--- config.mk ---
export PLATFORM = sky130hd
export DESIGN_NAME = spi_master_mc
export DESIGN_NICKNAME = d
export VERILOG_FILES = /design/src/rtl/spi_master_pkg.sv /design/src/rtl/spi_master_mc_clkgen.sv /design/src/rtl/spi_master_mc.sv
export SDC_FILE = /design/constraint.sdc
export NUM_CORES = 1
export LEC_CHECK = 0
export CAP_MARGIN = 15
export CORE_MARGIN = 4
export CORE_UTILIZATION = 35
export DETAILED_ROUTE_END_ITERATION = 16
export GPL_TIMING_DRIVEN = 0
export PLACE_DENSITY = 0.51
export SLEW_MARGIN = 15
export SYNTH_ARGS = -nofsm -noshare
export SYNTH_HDL_FRONTEND = slang
export SYNTH_SLANG_ARGS = --single-unit
--- constraint.sdc ---
create_clock -name clk -period 5.3 [get_ports clk]
set_clock_uncertainty 0.05 [all_clocks]
set_input_delay 0.795 -clock clk [delete_from_list [all_inputs] [get_ports clk]]
set_output_delay 0.795 -clock clk [all_outputs]
set_load 0.05 [all_outputs]
--- src/rtl/spi_master_pkg.sv ---
// Shared encodings for the SPI master.
// FSM states and SPI mode codes ({cpol,cpha}).
package spi_master_pkg;

  localparam logic [1:0] ST_IDLE  = 2'd0;
  localparam logic [1:0] ST_SETUP = 2'd1;
  localparam logic [1:0] ST_SHIFT = 2'd2;
  localparam logic [1:0] ST_HOLD  = 2'd3;

  localparam logic [1:0] MODE0 = 2'b00;
  localparam logic [1:0] MODE1 = 2'b01;
  localparam logic [1:0] MODE2 = 2'b10;
  localparam logic [1:0] MODE3 = 2'b11;

endpackage

--- src/rtl/spi_master_mc_clkgen.sv ---
// SCK generator: divider counter, half-period tick,
// leading/trailing edge strobes and the SCK register.
module spi_clkgen
  import spi_master_pkg::*;
#(
  parameter int DIV_W = 8
) (
  input  logic             clk,
  input  logic             resetn,
  input  logic             clr,
  input  logic             shift,
  input  logic [DIV_W-1:0] div,
  input  logic             pol,
  output logic             tick,
  output logic             lead,
  output logic             trail,
  output logic             sck
);

  logic [DIV_W-1:0] cnt;
  logic             phase;

  assign tick  = !clr && (cnt == '0);
  assign lead  = tick && shift && !phase;
  assign trail = tick && shift && phase;

  // half-period counter, reloaded at every boundary
  always_ff @(posedge clk) begin
    if (!resetn || clr) begin
      cnt <= div;
    end else if (tick) begin
      cnt <= div;
    end else begin
      cnt <= cnt - 1'b1;
    end
  end

  // SCK toggles on each shift half-period boundary
  always_ff @(posedge clk) begin
    if (!resetn || clr) begin
      phase <= 1'b0;
      sck   <= pol;
    end else if (lead || trail) begin
      phase <= ~phase;
      sck   <= ~sck;
    end
  end

endmodule

--- src/rtl/spi_master_mc.sv ---
// SPI master: frame FSM, shifter, bit counter,
// chip-select decode and RX holding register.
module spi_master_mc
  import spi_master_pkg::*;
#(
  parameter int DATA_W = 8,
  parameter int N_CS   = 4,
  parameter int DIV_W  = 8
) (
  input  logic                          clk,
  input  logic                          resetn,
  input  logic                          cfg_cpol,
  input  logic                          cfg_cpha,
  input  logic                          cfg_lsb,
  input  logic [$clog2(DATA_W+1)-1:0]   cfg_len,
  input  logic [DIV_W-1:0]              cfg_div,
  // one spare code point so "no slave" is representable
  input  logic [$clog2(N_CS+1)-1:0]     cfg_cs_sel,
  input  logic                          cfg_hold_cs,
  input  logic                          tx_valid,
  output logic                          tx_ready,
  input  logic [DATA_W-1:0]             tx_data,
  output logic                          rx_valid,
  input  logic                          rx_ready,
  output logic [DATA_W-1:0]             rx_data,
  output logic                          rx_overrun,
  output logic                          busy,
  output logic                          spi_sck,
  output logic [N_CS-1:0]               spi_csb,
  output logic                          spi_mosi,
  output logic                          spi_sdoenb,
  input  logic                          spi_miso
);

  localparam int LW = $clog2(DATA_W+1);
  localparam int CW = $clog2(N_CS+1);
  localparam logic [LW-1:0] LMAX = LW'(DATA_W);

  logic [1:0]        state;
  logic              cpol_q, cpha_q, lsb_q;
  logic [LW-1:0]     len_q, tcnt, len_eff, lm1;
  logic [DIV_W-1:0]  div_q, div_sel;
  logic [CW-1:0]     cs_q;
  logic [DATA_W-1:0] sh, shr, shl, tx_m, lmask;
  logic              fin, mosi_q, rdy_q;
  logic              accept, cap, clr, pol_sel;
  logic              tick, lead, trail, drive_e, samp_e, top;
  logic [N_CS-1:0]   csb_q, csb_n;
  logic              sdoenb_q;

  function automatic logic pick(
    input logic [DATA_W-1:0] v,
    input logic [LW-1:0]     k
  );
    pick = 1'b0;
    for (int i = 0; i < DATA_W; i++) begin
      if (LW'(i) == k) pick = v[i];
    end
  endfunction

  assign accept   = tx_valid && tx_ready;
  assign cap      = (state == ST_SHIFT) && fin;
  assign clr      = (state == ST_IDLE) || fin;
  assign lm1      = len_q - 1'b1;
  assign len_eff  = (cfg_len == '0 || cfg_len > LMAX)
                  ? LMAX : cfg_len;
  assign div_sel  = (state == ST_IDLE) ? cfg_div : div_q;
  assign pol_sel  = (state == ST_IDLE || !resetn)
                  ? cfg_cpol : cpol_q;
  assign drive_e  = cpha_q ? lead : trail;
  assign samp_e   = cpha_q ? trail : lead;
  assign top      = lsb_q ? sh[0] : pick(sh, lm1);
  assign shl      = (sh << 1) | DATA_W'(spi_miso);

  assign tx_ready   = rdy_q;
  assign busy       = (state != ST_IDLE);
  assign spi_mosi   = mosi_q;
  assign spi_csb    = csb_q;
  assign spi_sdoenb = sdoenb_q;

  // length masks for load and output, right shift with MISO at len-1
  always_comb begin
    shr = sh >> 1;
    for (int i = 0; i < DATA_W; i++) begin
      tx_m[i]  = tx_data[i] && (i < int'(len_eff));
      lmask[i] = (i < int'(len_q));
      if (LW'(i) == lm1) shr[i] = spi_miso;
    end
  end

  spi_clkgen #(.DIV_W(DIV_W)) u_clkgen (
    .clk    (clk),
    .resetn (resetn),
    .clr    (clr),
    .shift  ((state == ST_SHIFT) && !fin),
    .div    (div_sel),
    .pol    (pol_sel),
    .tick   (tick),
    .lead   (lead),
    .trail  (trail),
    .sck    (spi_sck)
  );

  // frame FSM, config latch, shifter and bit counter
  always_ff @(posedge clk) begin
    if (!resetn) begin
      state  <= ST_IDLE;
      fin    <= 1'b0;
      tcnt   <= '0;
      sh     <= '0;
      mosi_q <= 1'b0;
      cpol_q <= 1'b0;
      cpha_q <= 1'b0;
      lsb_q  <= 1'b0;
      len_q  <= LMAX;
      div_q  <= '0;
    end else begin
      unique case (state)
        ST_IDLE: begin
          if (accept) begin
            state  <= ST_SETUP;
            cpol_q <= cfg_cpol;
            cpha_q <= cfg_cpha;
            lsb_q  <= cfg_lsb;
            len_q  <= len_eff;
            div_q  <= cfg_div;
            sh     <= tx_m;
            tcnt   <= '0;
            fin    <= 1'b0;
            mosi_q <= cfg_lsb ? tx_data[0]
                    : pick(tx_data, len_eff - 1'b1);
          end
        end
        ST_SETUP: begin
          if (tick) state <= ST_SHIFT;
        end
        ST_SHIFT: begin
          if (fin) begin
            fin   <= 1'b0;
            state <= ST_HOLD;
          end else begin
            if (samp_e) sh <= lsb_q ? shr : shl;
            if (drive_e) mosi_q <= top;
            if (trail) begin
              tcnt <= tcnt + 1'b1;
              if (tcnt == lm1) fin <= 1'b1;
            end
          end
        end
        ST_HOLD: begin
          if (tick) state <= ST_IDLE;
        end
        default: state <= ST_IDLE;
      endcase
    end
  end

  // tx_ready: low in reset cycle and from accept until HOLD ends
  always_ff @(posedge clk) begin
    if (!resetn) begin
      rdy_q <= 1'b0;
    end else if (accept) begin
      rdy_q <= 1'b0;
    end else if (state == ST_IDLE ||
                 (state == ST_HOLD && tick)) begin
      rdy_q <= 1'b1;
    end
  end

  // RX holding register; a completing frame beats rx_ready
  always_ff @(posedge clk) begin
    if (!resetn) begin
      rx_valid   <= 1'b0;
      rx_data    <= '0;
      rx_overrun <= 1'b0;
    end else if (cap) begin
      rx_data  <= sh & lmask;
      rx_valid <= 1'b1;
      if (rx_valid && !rx_ready) rx_overrun <= 1'b1;
    end else if (rx_ready) begin
      rx_valid <= 1'b0;
    end
  end

  // next chip-select pattern: assert on accept, release in IDLE
  always_comb begin
    csb_n = csb_q;
    if (state == ST_IDLE) begin
      if (accept) begin
        for (int i = 0; i < N_CS; i++) begin
          csb_n[i] = !(CW'(i) == cfg_cs_sel);
        end
      end else if (!cfg_hold_cs || cfg_cs_sel != cs_q) begin
        csb_n = '1;
      end
    end
  end

  // chip-select and MOSI pad-enable registers
  always_ff @(posedge clk) begin
    if (!resetn) begin
      csb_q    <= '1;
      sdoenb_q <= 1'b1;
      cs_q     <= '1;
    end else begin
      csb_q    <= csb_n;
      sdoenb_q <= &csb_n;
      if (accept) cs_q <= cfg_cs_sel;
    end
  end

endmodule

* Yosys cells after proc, flatten, opt, wreduce, memory -nomap -nowiden
Index checks and enable logic that the tools add are counted.
** Word-level totals
- Register bits after elaboration :: 60
- Input bits :: 32
- Output and inout port bits :: 19
** Cells by class
- Bitwise operators :: 5
- Muxes and demuxes :: 63
- Equality and inequality tests :: 30
- Add/sub/neg operators :: 4
- $lt $le $gt $ge :: 17
- Reductions and logical operators :: 53
** Operator list (number)
- two-way mux 8 bit :: 7
- two-way mux 1 bit :: 40
- equality test 3 x 4 -> 1 bit, first input constant :: 8
- < comparator 3 x 4 -> 1 bit, first input constant :: 8
- two-way mux 4 bit :: 7
- AND reduction 4 bit :: 5
- logical AND 1 bit :: 17
- equality test 2 x 4 -> 1 bit, first input constant :: 4
- < comparator 1 x 4 -> 1 bit, first input constant :: 4
- < comparator 2 x 4 -> 1 bit, first input constant :: 4
- inequality test 2 bit, second input constant :: 8
- case mux 8 bit (2 select lines) :: 1
- zero test 4 bit :: 3
- zero test 1 bit :: 10
- AND 8 bit :: 1
- equality test 1 x 4 -> 1 bit, first input constant :: 2
- zero test 8 bit :: 1
- two-way mux 2 bit :: 4
- OR 8 x 1 -> 8 bit :: 1
- case mux 2 bit (4 select lines) :: 1
- case mux 4 bit (2 select lines) :: 1
- nonzero test 2 bit :: 4
- subtractor 4 x 1 -> 4 bit, second input constant :: 2
- subtractor 8 x 1 -> 8 bit, second input constant :: 1
- 15 further kinds :: 28

* Depth between registers and ports, before layout
- Word-level depth :: 16
- Gate-level depth with buffers :: 9

* By module
From an unflattened synthesis, not the netlist that was laid out.
** Second synthesis, totals
- Cell total of the unflattened synthesis :: 436
- Area total of the unflattened synthesis :: 3562.2 um2
** Modules (own cells, without submodules)
- spi_master_mc :: instances 1, area each 3021.6 um2, sequential area each 1001.0 um2, cells an instance 375
- spi_clkgen :: instances 1, area each 540.5 um2, sequential area each 210.2 um2, cells an instance 61

* Worst setup path before layout
OpenSTA, ideal clock, no wires.
- Kind :: input to register
- Start :: input port resetn
- End :: register u_clkgen.cnt[3]
- Arrival time :: 1.990 ns
- Buffers on the path :: 2
- Path slack :: 3.129 ns
- Setup time :: 0.131 ns
- Data required time :: 5.119 ns
- Cell stages on the path :: 6
- Cell sequence :: clkbuf_1 > nand2b_1 > or2_2 > nor2_1 > clkbuf_1 > o21ai_0
** On the way
- Word-level cells in the longest chain between the ends :: 3
** Ends and longest elaborated chain
- start: declaration :: RTL line spi_master_mc.sv:11 : input logic resetn,
- zero test 1 bit :: RTL line spi_master_mc_clkgen.sv:29 : if (!resetn || clr) begin
- logical OR 1 bit :: RTL line spi_master_mc_clkgen.sv:29
- two-way mux 8 bit :: RTL line spi_master_mc_clkgen.sv:29
- end signal: assignment :: RTL line spi_master_mc_clkgen.sv:30 : cnt <= div;
- end signal: assignment :: RTL line spi_master_mc_clkgen.sv:32 : cnt <= div;
- end signal: assignment :: RTL line spi_master_mc_clkgen.sv:34 : cnt <= cnt - 1'b1;
- end: declaration :: RTL line spi_master_mc_clkgen.sv:20 : logic [DIV_W-1:0] cnt;
No other way between the ends.
A chain may end at the register's enable or synchronous reset.

* Worst setup path in the final report
- Start :: register state[0]
- End :: output port busy
** On the way
- Word-level cells in the longest chain between the ends :: 1
** Ends and longest elaborated chain
- start: declaration :: RTL line spi_master_mc.sv:39 : logic [1:0] state;
- start signal: assignment :: RTL line spi_master_mc.sv:107 : state <= ST_IDLE;
- start signal: assignment :: RTL line spi_master_mc.sv:121 : state <= ST_SETUP;
- start signal: assignment :: RTL line spi_master_mc.sv:135 : if (tick) state <= ST_SHIFT;
- nonzero test 2 bit :: RTL line spi_master_mc.sv:76 : assign busy = (state != ST_IDLE);
- end: declaration :: RTL line spi_master_mc.sv:27 : output logic busy,
No other way between the ends.

==> qor.txt <==
status: completed
most common flop cell mapped by yosys: dfxtp_1
cell internal pwr: 872 uW
Crit path buffers/inverters: 4
Layout area overhead: 23.5%
via count: 3512
Final Cycle Share: 59.4%
Pwr Density: 281 mW/mm^2
crit-path cells: inv_1 > ha_1 > clkbuf_1 > inv_1 > clkdlybuf4s50_1
adder-cell share of the synthesized area: 3.75%
post-synth cell types: 68
mux contribution to synthesized area: 2.80%
Final Non-Filler Cells: 660
syn avg cell area: 7.97 um^2
Synth Area in Compound Gates: 25.7%
Yosys reg bits: 60
Synth async-reset ratio: 0%
Seq pwr share: 41.5%
wl on met1: 5210 um
DP Area: 0.00432 mm^2
max layer used: met4
met2 WL post-DR: 4510 um
Clock power frac: 34.8%
Cells after DPL: 644
Critical Path Fanout Max: 9
Cell Rows: 37
post-synth top area share: 32.2%
cell taking the most area after synthesis: dfxtp_1
antenna diode count: 0
Synth Cell Area: 0.00367 mm^2
worst r2r path cells: 9
Max Cap Violations: 0
Startpoint Class: flop
CTS Buf Count: 9
CORE AREA: 0.0103 mm^2
Net Sw Frac: 31.4%
commonest non-fill, non-tap cell in the layout: nand2_1
final setup violation count: 0
combinational family with the most area after synthesis: compound AO/OA/AOI/OAI gates
share of cells above drive strength 1: 6.49%
Clock Pin Slew Worst Setup and Hold Paths: 80 ps
Final min period: 3150 ps
ANT nets after route: 0
dpl hpwl: 8010 um
overflow left after global routing: 0
EDFF count, synth: 1
Filler cells: 1095
TritonCTS clock tree: built
first-pass GRT wire length: 17300 um
clock latency at the later pin of the worst-skew pair: 330 ps
IO Pins: 51
hold buffer count at CTS: 0
vias per cell: 5.32
slew margin rel.: 55.1%
Setup crit end kind: output port
post-synthesis sequential area ratio: 33.0%
CTS sink cnt: 60
synth warn: 0
H-tree levels: 3
clk root buf: clkbuf_8
Die ar.: 0.0122 mm^2
NumNets Final: 562
required time worst endpoint: 4450 ps
r2r endpoint: sh[5]$_SDFFE_PN0P_
worst hold path type: flop to flop
combinational share of power: 23.7%
slowest CP cell: clkdlybuf4s50_1
number of setup buffers added after CTS: 0
cells after synthesis: 460
f_max: 318 MHz
Worst Path Arrival: 2300 ps
Final Hold Vio Count: 0
Synth area leaders: dfxtp_1 32%, nand2_1 6.7%, a21boi_0 5.3%
Peak VDD IR: 0.000116 V
hold path start: rx_data[1]$_SDFFE_PN0P_
reg2reg start: state[0]$_SDFFE_PN0P_
Hold EP: rx_data[1]$_SDFFE_PN0P_
worst setup margin: 2150 ps
Syn Nets: 503
Starting Density: 35.7%
post-synthesis xor/xnor area fraction: 4.06%
Crit Path Class: flop to output port
Horiz. Die Dim: 110 um
R2R Setup Slk: 2690 ps
DP Worst Slack: 2390 ps
Die Ht: 110 um
simple-gate share of the synthesized area: 25.4%
unrepaired setup endpoints after global routing: false
iteration-0 DRC count of the detailed router: 187
vias in the first global route: 3401
largest net degree at the start of global routing: 11
cell family with most CP delay: buffers and inverters
design area: 0.00453 mm^2
worst slew pin tran: 674 ps
net switching power: 400 uW
setup TNS: 0 ps
residual DRC count: 0
initial antenna violation count: 0
Worst path most repeated cell: inv_1
wirelength, routed: 10600 um
CTS Buffer Depth: 2
DR WL/cell: 16.1 um
all-layer global routing usage: 18.2%
met3 routed WL: 791 um
Post-CTS Resized: 0
Pleak: 1.59 nW
Util after Layout: 44.1%
Slew Viols, Final: 0
hold depth: 2
Routability Congestion: 0.833
Pre-antenna DRT Iters: 4
most frequent cells in the layout: 65 x nand2_1, 59 x dfxtp_1, 48 x clkdlybuf4s50_1
CP peak stage delay: 830 ps
Port Buffer Count: 48
final cells by class:
cell class                      instances  area, um^2  share of cell area [%]
Multi-Input combinational cell        351        2260                    49.9
Sequential cell                        60        1210                    26.7
Timing Repair Buffer                   48         480                    10.6
Tap cell                              136         170                    3.76
Clock buffer                           13         169                    3.73
Buffer                                 34         136                    3.01
Inverter                               15        56.3                    1.24
Clock inverter                          3        43.8                   0.967
synth_stat cells (all sizes together) (3+ instances only):
master / count
mux2i: 8
nor4: 3
a211o: 3
nor3b: 5
nor3: 5
a21oi: 17
xor2: 5
nand2b: 5
nand3: 18
o21a: 4
nor2b: 9
dfxtp: 59
o22ai: 4
ha: 11
o311ai: 3
buf: 5
nand2: 65
a211oi: 6
o221ai: 4
o31ai: 6
and3: 3
xnor2: 12
a21boi: 27
inv: 15
clkbuf: 29
nand4: 3
nor2: 32
or2: 4
o21ai: 25
and2: 6
or3b: 3
nand3b: 6
a31oi: 6
o211ai: 10
worst min-delay path, cell delays in order (launching register included):
cell      delay [ps]
dfxtp_1          310
nand2_1           40
a21boi_0          60
per-stage QoR:
stage	hold slack, ps	power [mW]
after floorplan	389	0.737
after CTS	416	1.29
after global routing	433	1.35
final	409	1.27
after global placement	397	0.835
after detailed placement	405	0.838
metal layers:
metal  track usage, %  vias to the layer above
li1                 -                     1774
met1             26.2                     1621
met2             27.6                      109
met3             4.37                        8
met4             4.05                        0
met5                0                        -
power groups by stage:
stage | sequential [mW] | clock (mW) | combinational [mW]
floorplan | 0.539 | 0 | 0.198
global placement | 0.536 | 0 | 0.298
detailed placement | 0.537 | 0 | 0.301
CTS | 0.527 | 0.458 | 0.302
global route | 0.532 | 0.478 | 0.335
finish | 0.528 | 0.443 | 0.301
logic make-up after synthesis:
family	count (synthesis)
flip-flops	60
multiplexers	10
buffers and inverters	49
AO/OA/AOI/OAI	134
XOR/XNOR	17
AND/OR/NAND/NOR	179
adder cells (fa/ha/maj)	11
worst max path at each step:
stage                                      from                      end  slack, ps  cells past startpoint
after floorplan                          resetn  u_clkgen.cnt[3]$_DFF_P_       3130                      6
after global placement                 tx_valid      cpha_q$_SDFFE_PN0P_       2330                      6
after detailed placement               tx_valid      cpha_q$_SDFFE_PN0P_       2390                      6
after CTS                 state[1]$_SDFFE_PN0P_                     busy       2140                      5
after global routing      state[0]$_SDFFE_PN0P_                     busy       2030                      5
final                     state[0]$_SDFFE_PN0P_                     busy       2150                      5
registers in the layout, summed over array words and instances, names as in the netlist, 2 cells and up:
name          count
rx_data           8
div_q             8
tcnt              4
cs_q              3
spi_csb           4
sh                8
len_q             4
state             2
u_clkgen.cnt      8
No activity file was read; power rests on OpenSTA's default activity.
